File: config.mk
export PLATFORM = sky130hd
export DESIGN_NAME = sm_rocc_accel
export DESIGN_NICKNAME = d
export VERILOG_FILES = /design/src/rtl/sm_rocc_pkg.sv /design/src/rtl/sm_rocc_mul_iter.sv /design/src/rtl/sm_rocc_accel.sv
export SDC_FILE = /design/constraint.sdc
export NUM_CORES = 1
export LEC_CHECK = 0
export CORE_MARGIN = 10
export CORE_UTILIZATION = 45
export CTS_BUF_LIST = sky130_fd_sc_hd__clkbuf_16
export DETAILED_ROUTE_END_ITERATION = 8
export PLACE_DENSITY = 0.77
export SETUP_SLACK_MARGIN = 0.02
export SYNTH_ARGS = -nofsm -noshare
export SYNTH_HDL_FRONTEND = slang
export SYNTH_SLANG_ARGS = --single-unit
File: constraint.sdc
create_clock -name clk -period 5.7 [get_ports clk]
set_input_delay 1.425 -clock clk [delete_from_list [all_inputs] [get_ports clk]]
set_output_delay 1.425 -clock clk [all_outputs]
set_load 0.1 [all_outputs]
File: src/rtl/sm_rocc_pkg.sv
// sm_rocc_pkg: shared definitions for the sm_rocc_accel execute stage.
//   - funct codes understood by the accelerator
//   - FSM state encoding
//   - bit positions of the fields inside the 32-bit inst word
package sm_rocc_pkg;

   localparam logic [6:0] SM_ROCC_LOAD   = 7'd0;
   localparam logic [6:0] SM_ROCC_READ   = 7'd1;
   localparam logic [6:0] SM_ROCC_ACCUM  = 7'd2;
   localparam logic [6:0] SM_ROCC_MULACC = 7'd3;

   localparam int unsigned INST_W         = 32;
   localparam int unsigned INST_FUNCT_LSB = 25;
   localparam int unsigned INST_FUNCT_W   = 7;
   localparam int unsigned INST_XD_BIT    = 14;
   localparam int unsigned INST_RD_LSB    = 7;
   localparam int unsigned INST_RD_W      = 5;

   typedef enum logic [1:0] {
      SM_IDLE,
      SM_EXEC,
      SM_RESP
   } sm_state_e;

endpackage

File: src/rtl/sm_rocc_mul_iter.sv
// sm_rocc_mul_iter: iterative shift-add multiplier, one multiplier bit per
// cycle for exactly p_nbits cycles after start.
//   clk, reset_n : clock, asynchronous active-low reset
//   start        : load a/b and clear the partial product (1-cycle pulse)
//   a, b         : multiplicand / multiplier, sampled on start
//   done         : 1-cycle pulse during the last iteration cycle
//   product      : low p_nbits of a*b, valid while done is high
module sm_rocc_mul_iter #(
   parameter int unsigned p_nbits = 32
) (
   input  logic               clk,
   input  logic               reset_n,
   input  logic               start,
   input  logic [p_nbits-1:0] a,
   input  logic [p_nbits-1:0] b,
   output logic               done,
   output logic [p_nbits-1:0] product
);

   localparam int unsigned CW = (p_nbits > 1) ? $clog2(p_nbits) : 1;

   logic               run_q, run_d;
   logic [CW-1:0]      cnt_q, cnt_d;
   logic [p_nbits-1:0] a_q, a_d;
   logic [p_nbits-1:0] b_q, b_d;
   logic [p_nbits-1:0] acc_q, acc_d;
   logic [p_nbits-1:0] step_sum;
   logic               last;

   // Partial product after adding the current multiplier bit; on the last
   // cycle this is already the finished product, so the consumer can write
   // it back without waiting an extra cycle.
   assign step_sum = acc_q + (b_q[0] ? a_q : '0);
   assign last     = run_q && (cnt_q == CW'(p_nbits - 1));
   assign done     = last;
   assign product  = step_sum;

   always_comb begin
      run_d = run_q;
      cnt_d = cnt_q;
      a_d   = a_q;
      b_d   = b_q;
      acc_d = acc_q;
      if (start) begin
         run_d = 1'b1;
         cnt_d = '0;
         a_d   = a;
         b_d   = b;
         acc_d = '0;
      end else if (run_q) begin
         acc_d = step_sum;
         a_d   = a_q << 1;
         b_d   = b_q >> 1;
         if (last) begin
            run_d = 1'b0;
         end else begin
            cnt_d = cnt_q + CW'(1);
         end
      end
   end

   always_ff @(posedge clk or negedge reset_n) begin
      if (!reset_n) begin
         run_q <= 1'b0;
         cnt_q <= '0;
         a_q   <= '0;
         b_q   <= '0;
         acc_q <= '0;
      end else begin
         run_q <= run_d;
         cnt_q <= cnt_d;
         a_q   <= a_d;
         b_q   <= b_d;
         acc_q <= acc_d;
      end
   end

endmodule

File: src/rtl/sm_rocc_accel.sv
// sm_rocc_accel: RoCC-style custom-instruction execute stage operating on a
// small accumulator register file (xfile).
//   clk, reset_n : clock, asynchronous active-low reset
//   cmd_msg      : {rs2, rs1, inst[31:0]}; cmd_val/cmd_rdy handshake
//   resp_msg     : {rd[4:0], data}; resp_val/resp_rdy handshake
//   busy         : high whenever the FSM is not idle
// LOAD/READ/ACCUM/other complete on the accept edge; MULACC runs through
// the iterative multiplier for p_nbits cycles before writing back.
module sm_rocc_accel
   import sm_rocc_pkg::*;
#(
   parameter int unsigned p_nbits = 32,
   parameter int unsigned p_nregs = 4
) (
   input  logic                   clk,
   input  logic                   reset_n,
   input  logic [2*p_nbits+31:0]  cmd_msg,
   input  logic                   cmd_val,
   output logic                   cmd_rdy,
   output logic [p_nbits+4:0]     resp_msg,
   output logic                   resp_val,
   input  logic                   resp_rdy,
   output logic                   busy
);

   localparam int unsigned IW = $clog2(p_nregs);

   // Command field extraction
   logic [INST_W-1:0]       inst;
   logic [p_nbits-1:0]      rs1, rs2;
   logic [INST_FUNCT_W-1:0] funct;
   logic                    xd;
   logic [INST_RD_W-1:0]    rd;
   logic [IW-1:0]           idx;

   assign inst  = cmd_msg[INST_W-1:0];
   assign rs1   = cmd_msg[INST_W +: p_nbits];
   assign rs2   = cmd_msg[INST_W+p_nbits +: p_nbits];
   assign funct = inst[INST_FUNCT_LSB +: INST_FUNCT_W];
   assign xd    = inst[INST_XD_BIT];
   assign rd    = inst[INST_RD_LSB +: INST_RD_W];
   assign idx   = rs2[IW-1:0];

   // irs1/irs2/xs1/xs2/opcode carry no meaning for this accelerator
   logic unused_inst;
   assign unused_inst = ^{inst[24:15], inst[13:12], inst[6:0]};

   // State
   sm_state_e            state_q, state_d;
   logic [p_nbits-1:0]   xfile_q [p_nregs];
   logic [p_nbits-1:0]   xfile_d [p_nregs];
   logic [IW-1:0]        idx_q, idx_d;
   logic [INST_RD_W-1:0] rd_q, rd_d;
   logic                 xd_q, xd_d;
   logic                 cmd_rdy_q, cmd_rdy_d;
   logic                 resp_val_q, resp_val_d;
   logic [p_nbits+4:0]   resp_msg_q, resp_msg_d;
   logic                 busy_q, busy_d;

   // Multiplier interface
   logic                 mul_start;
   logic                 mul_done;
   logic [p_nbits-1:0]   mul_product;

   sm_rocc_mul_iter #(
      .p_nbits (p_nbits)
   ) u_mul (
      .clk     (clk),
      .reset_n (reset_n),
      .start   (mul_start),
      .a       (rs1),
      .b       (rs2),
      .done    (mul_done),
      .product (mul_product)
   );

   // Single-cycle op result, derived straight from the incoming command
   logic [p_nbits-1:0] op_data;
   logic               op_wr;
   logic [p_nbits-1:0] mac_sum;

   always_comb begin
      op_data = '0;
      op_wr   = 1'b0;
      case (funct)
         SM_ROCC_LOAD: begin
            op_data = rs1;
            op_wr   = 1'b1;
         end
         SM_ROCC_READ: begin
            op_data = xfile_q[idx];
         end
         SM_ROCC_ACCUM: begin
            op_data = xfile_q[idx] + rs1;
            op_wr   = 1'b1;
         end
         default: begin
            op_data = '0;
            op_wr   = 1'b0;
         end
      endcase
   end

   assign mac_sum = xfile_q[idx_q] + mul_product;

   always_comb begin
      state_d    = state_q;
      xfile_d    = xfile_q;
      idx_d      = idx_q;
      rd_d       = rd_q;
      xd_d       = xd_q;
      resp_msg_d = resp_msg_q;
      mul_start  = 1'b0;
      unique case (state_q)
         SM_IDLE: begin
            if (cmd_val) begin
               if (funct == SM_ROCC_MULACC) begin
                  mul_start = 1'b1;
                  idx_d     = idx;
                  rd_d      = rd;
                  xd_d      = xd;
                  state_d   = SM_EXEC;
               end else begin
                  if (op_wr) begin
                     xfile_d[idx] = op_data;
                  end
                  if (xd) begin
                     resp_msg_d = {rd, op_data};
                     state_d    = SM_RESP;
                  end
               end
            end
         end
         SM_EXEC: begin
            if (mul_done) begin
               xfile_d[idx_q] = mac_sum;
               if (xd_q) begin
                  resp_msg_d = {rd_q, mac_sum};
                  state_d    = SM_RESP;
               end else begin
                  state_d = SM_IDLE;
               end
            end
         end
         SM_RESP: begin
            if (resp_rdy) begin
               state_d = SM_IDLE;
            end
         end
         default: begin
            state_d = SM_IDLE;
         end
      endcase
      // Outputs are registered images of the next state
      cmd_rdy_d  = (state_d == SM_IDLE);
      resp_val_d = (state_d == SM_RESP);
      busy_d     = (state_d != SM_IDLE);
   end

   always_ff @(posedge clk or negedge reset_n) begin
      if (!reset_n) begin
         state_q <= SM_IDLE;
         for (int unsigned i = 0; i < p_nregs; i++) begin
            xfile_q[i] <= '0;
         end
         idx_q      <= '0;
         rd_q       <= '0;
         xd_q       <= 1'b0;
         cmd_rdy_q  <= 1'b1;
         resp_val_q <= 1'b0;
         resp_msg_q <= '0;
         busy_q     <= 1'b0;
      end else begin
         state_q <= state_d;
         for (int unsigned i = 0; i < p_nregs; i++) begin
            xfile_q[i] <= xfile_d[i];
         end
         idx_q      <= idx_d;
         rd_q       <= rd_d;
         xd_q       <= xd_d;
         cmd_rdy_q  <= cmd_rdy_d;
         resp_val_q <= resp_val_d;
         resp_msg_q <= resp_msg_d;
         busy_q     <= busy_d;
      end
   end

   assign cmd_rdy  = cmd_rdy_q;
   assign resp_val = resp_val_q;
   assign resp_msg = resp_msg_q;
   assign busy     = busy_q;

endmodule

## After elaboration in Yosys (flattened, before gate mapping)

Index checks and enable logic that the tools add are counted.

| cells by class | value |
|---|---|
| $add $sub $neg | 4 |
| magnitude comparators | 4 |
| eq/ne operators | 14 |
| mux-type cells | 48 |
| bitwise logic cells | 2 |
| reduce and logical (&&, ||, !) cells | 14 |

Operator list:

| operator | number |
|---|---|
| 2-to-1 mux 128 bit | 4 |
| 2-to-1 mux 32 bit | 13 |
| bitwise mux 128 bit | 2 |
| one-hot mux 128 bit (2 select lines) | 1 |
| 2-to-1 mux 37 bit | 5 |
| binary-select mux 32 bit (select 2 bit) | 2 |
| demux 32 bit (select 2 bit) | 2 |
| adder 32 bit | 3 |
| one-hot mux 32 bit (3 select lines) | 1 |
| one-hot mux 37 bit (2 select lines) | 1 |
| 2-to-1 mux 5 bit | 3 |
| equality test 7 x 2 -> 1 bit, second input constant | 2 |
| != test 2 bit, second input constant | 7 |
| 2-to-1 mux 2 bit | 6 |
| equality test 7 x 1 -> 1 bit, second input constant | 1 |
| logical NOT 7 bit | 1 |
| 2-to-1 mux 1 bit | 7 |
| greater-or-equal comparator 3 bit, second input constant | 2 |
| < comparator 3 x 1 -> 1 bit, second input constant | 2 |
| inverter 2 -> 3 bit | 2 |
| one-hot mux 2 bit (3 select lines) | 1 |
| AND reduction 6 bit | 1 |
| nonzero test 2 bit | 3 |
| adder 5 x 1 -> 5 bit, second input constant | 1 |
| other kinds (9) | 13 |

| word-level totals | value |
|---|---|
| bits in registers | 280 |
| input bits | 100 |

## Depth between registers and ports, before layout

| depth | value |
|---|---|
| word-level depth | 11 |
| depth in mapped cells | 23 |
| gate-level depth less buffers | 22 |

## Hierarchy

Synthesis repeated with hierarchy kept, for this count alone.

| unflattened totals | value |
|---|---|
| cells, all modules | 2145 |
| area, all modules | 20156.8 µm² |

Modules (own cells, without submodules):

| module | instances | cells each | area each (µm²) | seq. area each (µm²) |
|---|---|---|---|---|
| sm_rocc_accel | 1 | 1446 | 13683.1 | 4455.5 |
| sm_rocc_mul_iter | 1 | 699 | 6473.7 | 2552.4 |

## Worst setup path before layout

OpenSTA, ideal clock, no wires.

| path | value |
|---|---|
| path kind | register to register |
| start | register u_mul.b_q[0] |
| end | register xfile_q[60] (netlist name) |
| library setup time | 0.138 ns |
| data arrival time | 5.232 ns |
| data required time | 5.562 ns |
| slack | 0.330 ns |
| cell stages (with the launch flop) | 24 |
| buffers on the path | 2 |
| clock period less this slack | 5.370 ns |
| cells stage by stage | dfrtp_1 clkbuf_1 and2_1 ha_1 fa_1 a21o_1 a21oi_1 o21ai_0 nand2_1 a311oi_1 o41ai_1 a21boi_0 ha_1 buf_6 and3_4 a31oi_1 o21ai_1 a221o_1 a2111o_1 a41o_1 nor3b_1 a211oi_4 o221a_1 a21oi_1 |

| between the ends | value |
|---|---|
| cells in the longest elaborated chain, start to end | 6 |

Ends and longest elaborated chain:

| item | line | source |
|---|---|---|
| start, declared | sm_rocc_mul_iter.sv:25 | `logic [p_nbits-1:0] b_q, b_d;` |
| start signal, assigned | sm_rocc_mul_iter.sv:67 | `b_q <= '0;` |
| start signal, assigned | sm_rocc_mul_iter.sv:73 | `b_q <= b_d;` |
| 2-to-1 mux 32 bit | sm_rocc_mul_iter.sv:33 | `assign step_sum = acc_q + (b_q[0] ? a_q : '0);` |
| adder 32 bit | sm_rocc_mul_iter.sv:33 |  |
| adder 32 bit | sm_rocc_accel.sv:104 | `assign mac_sum = xfile_q[idx_q] + mul_product;` |
| bitwise mux 128 bit | sm_rocc_accel.sv:136 | `xfile_d[idx_q] = mac_sum;` |
| 2-to-1 mux 128 bit | sm_rocc_accel.sv:135 | `if (mul_done) begin` |
| one-hot mux 128 bit (2 select lines) | sm_rocc_accel.sv:114 | `unique case (state_q)` |
| end signal, assigned by index | sm_rocc_accel.sv:176 | `xfile_q[i] <= xfile_d[i];` |
| end, declared | sm_rocc_accel.sv:50 | `logic [p_nbits-1:0] xfile_q [p_nregs];` |

No other way between the ends. The select of a mux whose other input is x is not followed.
A chain may end at the register's enable or synchronous reset.

## Worst setup path after layout

| path | value |
|---|---|
| start | register u_mul.b_q[0] |
| end | register xfile_q[125] (netlist name) |

The elaborated chain is that of the path after synthesis.

==> results.toml <==
[layout]
final_layout_size_suffix_gt1_share_pct = 12.5
antenna-diode-count = 0
final_nets = 2501
final_core_util_pct = 53.4
areaGrowthSynthToFinish_pct = 17.9

[critical_path]
path_max_fanout = 10
crit_top_cell = "buf_4"
worstSetupEndpointType = "flop"
critPathBufInv = 7
worstSetupPathType = "reg2reg"
critPathTopFamily = "compound AO/OA/AOI/OAI gates"
cp_cell_sequence = "buf_4 > buf_4 > and2_1 > ha_2 > nand4_1 > o21a_1 > a311oi_2 > buf_4 > nor2_1 > buf_4 > o32ai_1 > a2111oi_1 > buf_4 > xnor2_1 > ha_1 > buf_4 > nor2b_1 > a221o_1 > nor3_2 > buf_4 > nor2_1 > a221o_1"
arrival_ps = 5920
startpoint_type = "flop"
slowest_stage = "o32ai_1"
crit_required_ps = 6120
slowest_delay_ps = 450

[placed_design]
gp_congestion = 0.972
place_ws_ps = 75.3
io_buffer_count = 120
place_hpwl_mm = 48.8

[clock_network]
tritoncts = "built"
clkLatencyLatePin_ps = 560
numCtsBuffers = 35
clkTransAtPathRegs_ps = 60
clkSinkCount = 280
clk_path_buf_depth = 3
root_buffer = "clkbuf_16"
htree_levels = 2

[routing]
drtAntennaViolNets = 0
drc = 0
drt_iter0_drc = 2265
dr.pass1.iters = 8
vias = 18722
totalWireLength_mm = 67.9
routed_via_density = 6.41
drt-wirelength-per-cell_um = 23.3

[floorplanning]
core_um2 = 44000
start_util_pct = 45.2
rows = 77
die_x_um = 230
ios = 140
fp.dieArea_um2 = 53100
die_h_um = 230

[synthesis]
synth_ff_type = "dfrtp_1"
synth_top_area_share_pct = 35.0
synth_area_leaders = "dfrtp_1, mux4_2, ha_1, mux2i_1, nand2_1"
avgSynthCellArea_um2 = 9.17
yosysMostFrequentCell = "dfrtp_1"
ys_warn_count = 0
synth-seq-cells = 280
ys_types = 86
synth_edf_count = 0
synth_top_cell_by_area = "dfrtp_1"
syn_nets = 2371
synthCells = 2173
synthArstFlopShare_pct = 100
ys_seq_area_share_pct = 35.2
yosys-top-cells-count = "dfrtp_1, nand2_1, o21ai_0"
synth_area_um2 = 19900

[timing]
skew_ps = 26.6
whs_ps = 472
fin_tns_setup_ps = 0
worst_slack_ps = 197
finalMaxSlewViolations = 0
fin_crit_ps = 5500
finalCritPeriodShare_pct = 96.5
max_freq_ghz = 0.182
max_slew_margin_pct = 21.1
tightest_slew_ps = 1180
rsz0062_at_grt = "no"
hold_viol = 0
setup_viol = 0

[outcome]
status = "complete, no violations"

[power]
ir_drop_mv = 0.295
power_density_nw_per_um2 = 499
p_leak_uw = 0.00919

[global_routing]
grtUsageMet2_pct = 38.3
grtUsageMet3_pct = 6.25
track_usage_pct = 24.8
gr-total-overflow = 0
grt_start_max_net_pins = 156
grtUsageMet1_pct = 33.6
busiest_layer = "met2"
grt_pass1_wl_mm = 105
antenna_found_initial = 0
first_global_vias = 18273

[hold_path]
hp-class = "reg2reg"

[flow_run]
max-cap-violations = 0
-- power breakdown --
part	internal, µW	total (µW)	leakage [µW]	switching, µW
Sequential	2250	2440	0.00337	190
Combinational	2870	7130	0.00528	4260
Clock	1220	2150	0.000545	929
-- cell usage in the layout (no fill, tap or decap), types with 8 or more instances in the layout --
cell	netlist	layout
o21bai_1	11	11
o21a_1	50	50
inv_1	20	25
buf_4	0	108
xnor2_1	45	43
o22ai_1	12	12
and2_1	39	39
clkinv_1	0	8
a32oi_1	10	10
nand2b_1	20	20
a31oi_1	31	30
or3_1	8	8
xor2_1	29	27
a221oi_1	13	13
clkdlybuf4s50_1	0	116
nand3_1	40	40
nor2b_1	19	17
ha_1	95	93
and3_1	22	22
clkbuf_16	0	35
mux4_2	64	64
nand2_1	266	266
mux2i_1	111	111
dfrtp_1	279	276
nor2_1	183	183
o21ai_1	18	17
a211oi_1	11	11
a221o_1	15	15
nor3_1	20	18
o21ai_0	188	187
nand4_1	13	13
o211ai_1	19	19
o221ai_1	23	23
o22a_1	23	23
a21o_1	50	50
a21oi_1	118	114
a22oi_1	37	37
-- final cells by class --
cell class	count	area, µm²
fill	3910	20500
tap	592	741
clock buffer	35	876
multi-input combinational	1731	12400
timing repair buffer	235	2140
inverter	20	75.1
clock inverter	28	201
sequential	280	7010
-- per-stage QoR --
| stage | instances | power, µW | instance area, µm² |
|---|---|---|---|
| after global routing | 2921 | 12400 | 23500 |
| after floorplan | 2173 | 6830 | 19900 |
| final | 2921 | 11700 | 23500 |
| after detailed placement | 2855 | 9160 | 22300 |
| after CTS | 2918 | 11400 | 23400 |
| after global placement | 2855 | 9070 | 22300 |
-- state kept, by name, summed over array words and instances (netlist names), 2 cells and up --
name and count:
u_mul.b_q 32, state_q 2, u_mul.a_q 32, rd_q 5, xfile_q 128, u_mul.acc_q 32, resp_msg 37, idx_q 2
u_mul.cnt_q 5
-- path summary, 6_finish.rpt --
check                        startpoint      endpoint  slack (ps)  cells past startpoint
max                        u_mul.b_q[0]  xfile_q[125]         200                     22
min in group asynchronous       reset_n  u_mul.a_q[6]         860                      1
min                             rd_q[4]       rd_q[4]         470                      2
max in group asynchronous       reset_n  resp_msg[34]        3560                      2
max reg2reg                u_mul.b_q[0]  xfile_q[125]         200                     22
min reg2reg                     rd_q[4]       rd_q[4]         470                      2
-- cells by family (layout without fill, tap and decap cells) --
logic type / after synthesis / after routing / synth area share (%)
AO/OA/AOI/OAI: 712 / 712 / 23.8
XOR/XNOR: 74 / 74 / 3.25
adder cells (fa/ha/maj): 98 / 98 / 6.27
buffers and inverters: 162 / 318 / 3.16
flip-flops: 280 / 280 / 35.2
multiplexers: 183 / 183 / 13.3
AND/OR/NAND/NOR: 664 / 664 / 15.1
-- worst min-delay path, cell delays in order, from the launching register on --
cell,delay (ps)
dfrtp_1,340
nand2_1,50
nand2_1,50
-- what timing repair did --
| action | in CTS | in global routing |
|---|---|---|
| pin swaps | 0 | 10 |
| hold buffers | 0 | 0 |
| buffers inserted | 0 | 3 |
| resized for setup | 1 | 27 |
| endpoints found under the setup margin | 1 | 51 |
-- metal layers --
layer	wire (µm)	vias to the layer above	part of all wire (%)
li1	-	8359	-
met1	28100	9158	41
met2	30300	1035	45
met3	7350	170	11
met4	2180	0	3.2
met5	0	-	0
Power figures use the tool's default switching activity.
